--- config.mk ---
export PLATFORM = sky130hd
export DESIGN_NAME = wfg_pat_decode_channel
export DESIGN_NICKNAME = d
export VERILOG_FILES = /design/src/rtl/wfg_pat_decode_channel.sv
export SDC_FILE = /design/constraint.sdc
export NUM_CORES = 1
export LEC_CHECK = 0
export CORE_MARGIN = 2
export CORE_UTILIZATION = 60
export CTS_CLUSTER_DIAMETER = 30
export CTS_CLUSTER_SIZE = 28
export DETAILED_ROUTE_END_ITERATION = 10
export DONT_BUFFER_PORTS = 1
export HOLD_SLACK_MARGIN = 0.1
export PLACE_DENSITY = 0.77
export SYNTH_ARGS = -nofsm -noshare
export SYNTH_HDL_FRONTEND = slang
export SYNTH_SLANG_ARGS = --single-unit
--- constraint.sdc ---
create_clock -name clk -period 4.7 [get_ports clk]
set_clock_uncertainty 0.1 [all_clocks]
set_input_delay 1.175 -clock clk [delete_from_list [all_inputs] [get_ports clk]]
set_output_delay 1.175 -clock clk [all_outputs]
set_load 0.02 [all_outputs]
--- src/rtl/wfg_pat_decode_channel.sv ---
// wfg_pat_decode_channel
// Decodes one waveform-generator pattern channel (RZ / RO / NRZ / RC) back
// into DATA_WIDTH-bit words. The data level is captured at a configurable
// subcycle of every bit cycle. The return level is checked at another
// configurable subcycle. Completed words go out over an AXI-Stream style
// register stage, with sticky pattern-error and overflow flags.
//
// Optional build macro: WFG_PAT_DECODE_SYNC_EN
//   defined   -> data_i passes through a two-flop synchronizer (2-cycle latency).
//   undefined -> data_i is used directly and must be synchronous to clk.
module wfg_pat_decode_channel #(
    parameter int DATA_WIDTH = 8
) (
    input  logic                  clk,
    input  logic                  rst,
    input  logic [7:0]            wfg_core_subcycle_cnt_i,
    input  logic [1:0]            patsel_q_i,
    input  logic [7:0]            cfg_sample_q_i,
    input  logic [7:0]            cfg_check_q_i,
    input  logic                  ctrl_en_q_i,
    input  logic                  err_clr_i,
    input  logic                  data_i,
    output logic [DATA_WIDTH-1:0] m_axis_tdata_o,
    output logic                  m_axis_tvalid_o,
    input  logic                  m_axis_tready_i,
    output logic                  err_pat_o,
    output logic                  err_ovf_o
);

    localparam int CW = (DATA_WIDTH > 1) ? $clog2(DATA_WIDTH) : 1;
    localparam logic [CW-1:0] LAST_BIT = CW'(DATA_WIDTH - 1);

    localparam logic [1:0] ST_IDLE    = 2'd0;
    localparam logic [1:0] ST_ARMED   = 2'd1;
    localparam logic [1:0] ST_COLLECT = 2'd2;

    localparam logic [1:0] PAT_RZ  = 2'b00;
    localparam logic [1:0] PAT_RO  = 2'b01;
    localparam logic [1:0] PAT_NRZ = 2'b10;

    logic                  line_lvl;
    logic [1:0]            state_reg;
    logic [1:0]            state_next;
    logic [CW-1:0]         bit_cnt_reg;
    // The last bit of a word is never stored here; it comes straight from the line.
    logic [DATA_WIDTH-2:0] shift_reg;
    logic                  last_bit_reg;
    logic                  word_done_reg;
    logic [DATA_WIDTH-1:0] done_word_reg;
    logic [DATA_WIDTH-1:0] tdata_reg;
    logic                  tvalid_reg;
    logic                  err_pat_reg;
    logic                  err_ovf_reg;

    logic capture;
    logic check_evt;
    logic expected_lvl;
    logic pat_mismatch;
    logic word_last;
    logic handshake;
    logic ovf_event;

`ifdef WFG_PAT_DECODE_SYNC_EN
    logic sync_meta_reg;
    logic sync_line_reg;

    // Two-flop synchronizer bringing the asynchronous line into the clk domain
    always_ff @(posedge clk or posedge rst) begin
        if (rst) begin
            sync_meta_reg <= 1'b0;
            sync_line_reg <= 1'b0;
        end else begin
            sync_meta_reg <= data_i;
            sync_line_reg <= sync_meta_reg;
        end
    end

    assign line_lvl = sync_line_reg;
`else
    assign line_lvl = data_i;
`endif

    // Sample and check strobes. When both point at the same subcycle, only the capture happens.
    always_comb begin
        capture   = (state_reg == ST_COLLECT) && (wfg_core_subcycle_cnt_i == cfg_sample_q_i);
        check_evt = (state_reg == ST_COLLECT) && (wfg_core_subcycle_cnt_i == cfg_check_q_i)
                    && (cfg_check_q_i != cfg_sample_q_i);
        case (patsel_q_i)
            PAT_RZ:  expected_lvl = 1'b0;
            PAT_RO:  expected_lvl = 1'b1;
            PAT_NRZ: expected_lvl = last_bit_reg;
            default: expected_lvl = ~last_bit_reg;
        endcase
        pat_mismatch = check_evt && (line_lvl != expected_lvl);
        word_last    = capture && (bit_cnt_reg == LAST_BIT);
        handshake    = tvalid_reg && m_axis_tready_i;
        ovf_event    = word_done_reg && tvalid_reg && !m_axis_tready_i;
    end

    // Next-state logic: a low enable drops any state back to IDLE
    always_comb begin
        state_next = state_reg;
        if (!ctrl_en_q_i) begin
            state_next = ST_IDLE;
        end else begin
            case (state_reg)
                ST_IDLE:  state_next = ST_ARMED;
                ST_ARMED: if (wfg_core_subcycle_cnt_i == 8'd0) state_next = ST_COLLECT;
                default:  state_next = ST_COLLECT;
            endcase
        end
    end

    // State register
    always_ff @(posedge clk or posedge rst) begin
        if (rst) begin
            state_reg <= ST_IDLE;
        end else begin
            state_reg <= state_next;
        end
    end

    // Bit counter and last-captured-bit tracking; both are cleared while disabled
    always_ff @(posedge clk or posedge rst) begin
        if (rst) begin
            bit_cnt_reg  <= '0;
            last_bit_reg <= 1'b0;
        end else if (!ctrl_en_q_i) begin
            bit_cnt_reg  <= '0;
            last_bit_reg <= 1'b0;
        end else if (capture) begin
            bit_cnt_reg  <= word_last ? '0 : bit_cnt_reg + 1'b1;
            last_bit_reg <= line_lvl;
        end
    end

    // Per-bit slots of the partial word. Slot k is written by the k-th capture (LSB first).
    for (genvar gi = 0; gi < DATA_WIDTH - 1; gi++) begin : g_shift
        always_ff @(posedge clk or posedge rst) begin
            if (rst) begin
                shift_reg[gi] <= 1'b0;
            end else if (!ctrl_en_q_i) begin
                shift_reg[gi] <= 1'b0;
            end else if (capture && (bit_cnt_reg == CW'(gi))) begin
                shift_reg[gi] <= line_lvl;
            end
        end
    end

    // Stage a completed word for one cycle before it reaches the output register
    always_ff @(posedge clk or posedge rst) begin
        if (rst) begin
            word_done_reg <= 1'b0;
            done_word_reg <= '0;
        end else begin
            word_done_reg <= word_last;
            if (word_last) begin
                done_word_reg <= {line_lvl, shift_reg};
            end
        end
    end

    // Output register: load when empty or being accepted; otherwise the new word is dropped
    always_ff @(posedge clk or posedge rst) begin
        if (rst) begin
            tdata_reg  <= '0;
            tvalid_reg <= 1'b0;
        end else if (word_done_reg && (!tvalid_reg || handshake)) begin
            tdata_reg  <= done_word_reg;
            tvalid_reg <= 1'b1;
        end else if (handshake) begin
            tvalid_reg <= 1'b0;
        end
    end

    // Sticky error flags: a set event in the same cycle overrides the clear
    always_ff @(posedge clk or posedge rst) begin
        if (rst) begin
            err_pat_reg <= 1'b0;
            err_ovf_reg <= 1'b0;
        end else begin
            if (pat_mismatch) begin
                err_pat_reg <= 1'b1;
            end else if (err_clr_i) begin
                err_pat_reg <= 1'b0;
            end
            if (ovf_event) begin
                err_ovf_reg <= 1'b1;
            end else if (err_clr_i) begin
                err_ovf_reg <= 1'b0;
            end
        end
    end

    assign m_axis_tdata_o  = tdata_reg;
    assign m_axis_tvalid_o = tvalid_reg;
    assign err_pat_o       = err_pat_reg;
    assign err_ovf_o       = err_ovf_reg;

endmodule

==> impl_metrics.csv <==
group,metric,value,unit
place,place_congestion,0.8100,
drt,wl,3.124,mm
sta,rsz0062_at_grt,"no",
sta,slew_headroom,59.59,%
drt,wl_per_cell,15.54,um
pwr,seqPwrFrac,60.1,%
sta,hold_viol_final,0,
cts,cts_resized,0,
sta,setup_viol,0,
setup_path,path_cells,"xnor2_1, and4b_1, nand4_4, mux2_4",
place,place_inst,193,
cts,root_buffer,"clkbuf_4",
drt,drc,0,
yosys,seq_area_frac_synth,45.24,%
floorplanning,chipHeight,59.16,um
final_layout,syn_to_final_growth,3.838,%
final_layout,layoutNonFillerInstCount,201,
yosys,syn_nets,201,
yosys,synth_area,1826,um2
setup_path,cp.arrival,2.41,ns
worst_hold_path,hold_start,"word_done_reg",
global_route,overflow,0,
floorplanning,rows,20,
global_route,antenna_found_initial,0,
final_layout,seq_area,825.8,um2
setup_path,crit_path_end_kind,"register",
global_route,grt_pass1_wl,5.382,mm
cts,htree_levels,2,
floorplanning,die_area,3500,um2
cts,cts_tree,"built",
setup_path,crit_type,"in2reg",
final_layout,utilization,63.66,%
drt,drt_first_pass_iters,4,
setup_path,rr_worst_depth,4,
status,status,"finished, final reports clean",
final_layout,num_antenna_cells,0,
sta,hold_ws,0.3788,ns
place,port_buffers,0,
setup_path,start_kind,"input port",
final_layout,final_nets,205,
yosys,synth_top_area_share,45.24,%
pwr,p_int,0.3612,mW
yosys,netlist.top_cell.by_area,"dfrtp_1",
drt,drtAntennaViolNets,0,
pwr,total_leakage_power,0.9478,nW
global_route,track_usage,21.22,%
yosys,synth-async-reset-ratio,100.0,%
setup_path,cp_max_fo,9,
final_layout,nFillCells,247,
sta,period_share,48.52,%
setup_path,reg2reg_from,"state_reg[0]",
yosys,synth_cell_type_count,31,
floorplanning,io_pins,43,
cts,cts_made_buffers,5,
global_route,grt_max_degree,18,
yosys,netlist_top_cells_area,"dfrtp_1 45%, mux2_2 9.3%, xnor2_1 6.7%",
worst_hold_path,min_path_cells,2,
setup_path,cp_slowest_cell,"and4b_1",
cts,clk_latency,0.33,ns
global_route,grtUsageMet2,35.87,%
pwr,swShare,24.39,%
cts,cts_setup_buffers,0,
global_route,grt_pass1_vias,1231,
setup_path,cp_num_buf_inv,0,
worst_hold_path,hold_end,"m_axis_tvalid_o",
global_route,busiest_layer,"met2",
place,post-dp-hpwl,2.516,mm
setup_path,slowest_delay,0.46,ns
sta,fin_tns_setup,0,ns
pwr,power,0.4777,mW
cts,cts_sinks,33,
global_route,use_met1,25.00,%
setup_path,timing.reg2reg.setup_slack,2.87,ns
global_route,groute.layer.met3.usage,6.769,%
floorplanning,initial_core_util,61.30,%
worst_hold_path,hold_class,"reg2reg",
sta,max_slew.worst_pin.slew,0.6054,ns
setup_path,r2r_end,"done_word_reg[7]",
drt,dr_total_vias,1181,
pwr,switchingPower,0.1165,mW
floorplanning,core_area,2978,um2
pwr,p_comb_share,8.8,%
drt,vias_per_cell,5.876,
cts,cts_hold_buf,0,
final_layout,multiInputGateArea,939.7,um2
sta,timing.fmax,438.5,MHz
drt,drt_iter0_drc,27,
yosys,post_synth.cell_area_avg,11.20,um2
pwr,pwr-share-clk,31.1,%
yosys,ys_ff_latch,33,
setup_path,cp_top_family,"simple AND/OR/NAND/NOR gates",
yosys,synth_edf_count,0,
yosys,syn_inst,163,
final_layout,drive_gt1_share,16.07,%
cts,clk_pin_slew,0.09,ns
pwr,power_density,252.0,nW/um2
pwr,ir_worst_vdd,0.1596,mV
cts,clk_path_buf_depth,2,
flow_run,max_cap_violations,0,
setup_path,cp.required,4.83,ns
sta,maxSlewViolCount,0,
floorplanning,die_w,59.16,um
sta,post-route-min-period,2.280,ns
yosys,ys_warn_count,0,
yosys,synthFlopType,"dfrtp_1",
-- synthesized netlist by cell type (all sizes together), types with 2 or more instances --
master	instances
mux2	16
clkbuf	2
inv	8
ha	6
nor4	3
or3	2
dfrtp	33
nand2	17
mux2i	11
xor2	12
nor2b	3
buf	2
o22ai	2
nand3	2
nand2b	2
and2	3
nand4	11
nor2	6
xnor2	14
-- worst reg2reg max path: stages, from the launching register on --
cell	delay (ns)
dfrtp_1	0.42
nand2b_4	0.16
and4b_1	0.48
nand4_4	0.23
mux2_4	0.35
-- cells by family (layout without fill, tap and decap cells) --
logic type	count (synthesis)	after routing	share of synthesized area (%)
and+or+nand+nor	54	54	17.07
DFF	33	33	45.24
muxes	27	27	16.11
xor gates and xnor gates	26	26	12.47
buffers and inverters	12	17	3.290
adders and majority gates	6	6	4.112
AOI/OAI and AO/OA	5	5	1.713
-- power groups by stage --
stage / Clock (mW) / Combinational (mW) / Sequential, mW
finish: 0.149 / 0.0418 / 0.287
CTS: 0.157 / 0.0423 / 0.287
floorplan: 0 / 0.0386 / 0.292
detailed placement: 0 / 0.0421 / 0.293
global placement: 0 / 0.0405 / 0.293
global route: 0.167 / 0.0471 / 0.287
-- how the worst max path moves through the flow --
stage / from / to / slack, ns / depth (start not counted)
4_1_cts: cfg_sample_q_i[2] / done_word_reg[7] / 2.42 / 4
3_3_place_gp: cfg_sample_q_i[2] / done_word_reg[7] / 2.12 / 4
5_1_grt: cfg_sample_q_i[2] / done_word_reg[2] / 2.36 / 4
6_report: cfg_sample_q_i[2] / done_word_reg[7] / 2.42 / 4
3_5_place_dp: cfg_sample_q_i[2] / done_word_reg[7] / 2.06 / 4
2_1_floorplan: cfg_sample_q_i[5] / done_word_reg[7] / 2.32 / 5
-- placed cells by master, fill, tap and decap left out, types with 2 or more instances in the layout --
| cell | count |
|---|---|
| inv_1 | 8 |
| ha_1 | 6 |
| clkinv_2 | 2 |
| mux2_2 | 15 |
| dfrtp_1 | 33 |
| and2_1 | 3 |
| nand3_1 | 2 |
| nor2b_1 | 3 |
| mux2i_1 | 11 |
| nand4_1 | 10 |
| nor2_1 | 5 |
| clkbuf_4 | 5 |
| nor4_1 | 3 |
| xnor2_1 | 14 |
| nand2_1 | 17 |
| o22ai_1 | 2 |
| or3_1 | 2 |
| xor2_1 | 12 |
-- layout make-up --
| type | count | share of cell area (%) |
|---|---|---|
| clock inverters | 2 | 0.5281 |
| repair buffers | 1 | 0.3960 |
| clock buffers | 6 | 2.178 |
| flip-flops and latches | 33 | 43.56 |
| well taps | 33 | 2.178 |
| inverters | 8 | 1.584 |
| multi-input cells | 118 | 49.57 |
-- stage by stage --
stage / worst slack [ns] / cell area (um2)
after floorplan: 2.316 / 1826
after global placement: 2.116 / 1844
after detailed placement: 2.056 / 1844
after CTS: 2.424 / 1896
after global routing: 2.357 / 1896
final: 2.420 / 1896
-- routing by layer --
| layer | share of wire, % | vias up |
|---|---|---|
| met5 | 0 | - |
| met4 | 1.6 | 0 |
| met3 | 4.0 | 7 |
| met2 | 50 | 22 |
| met1 | 44 | 584 |
| li1 | - | 568 |
Note: power is estimated with default switching activity, not from simulation.
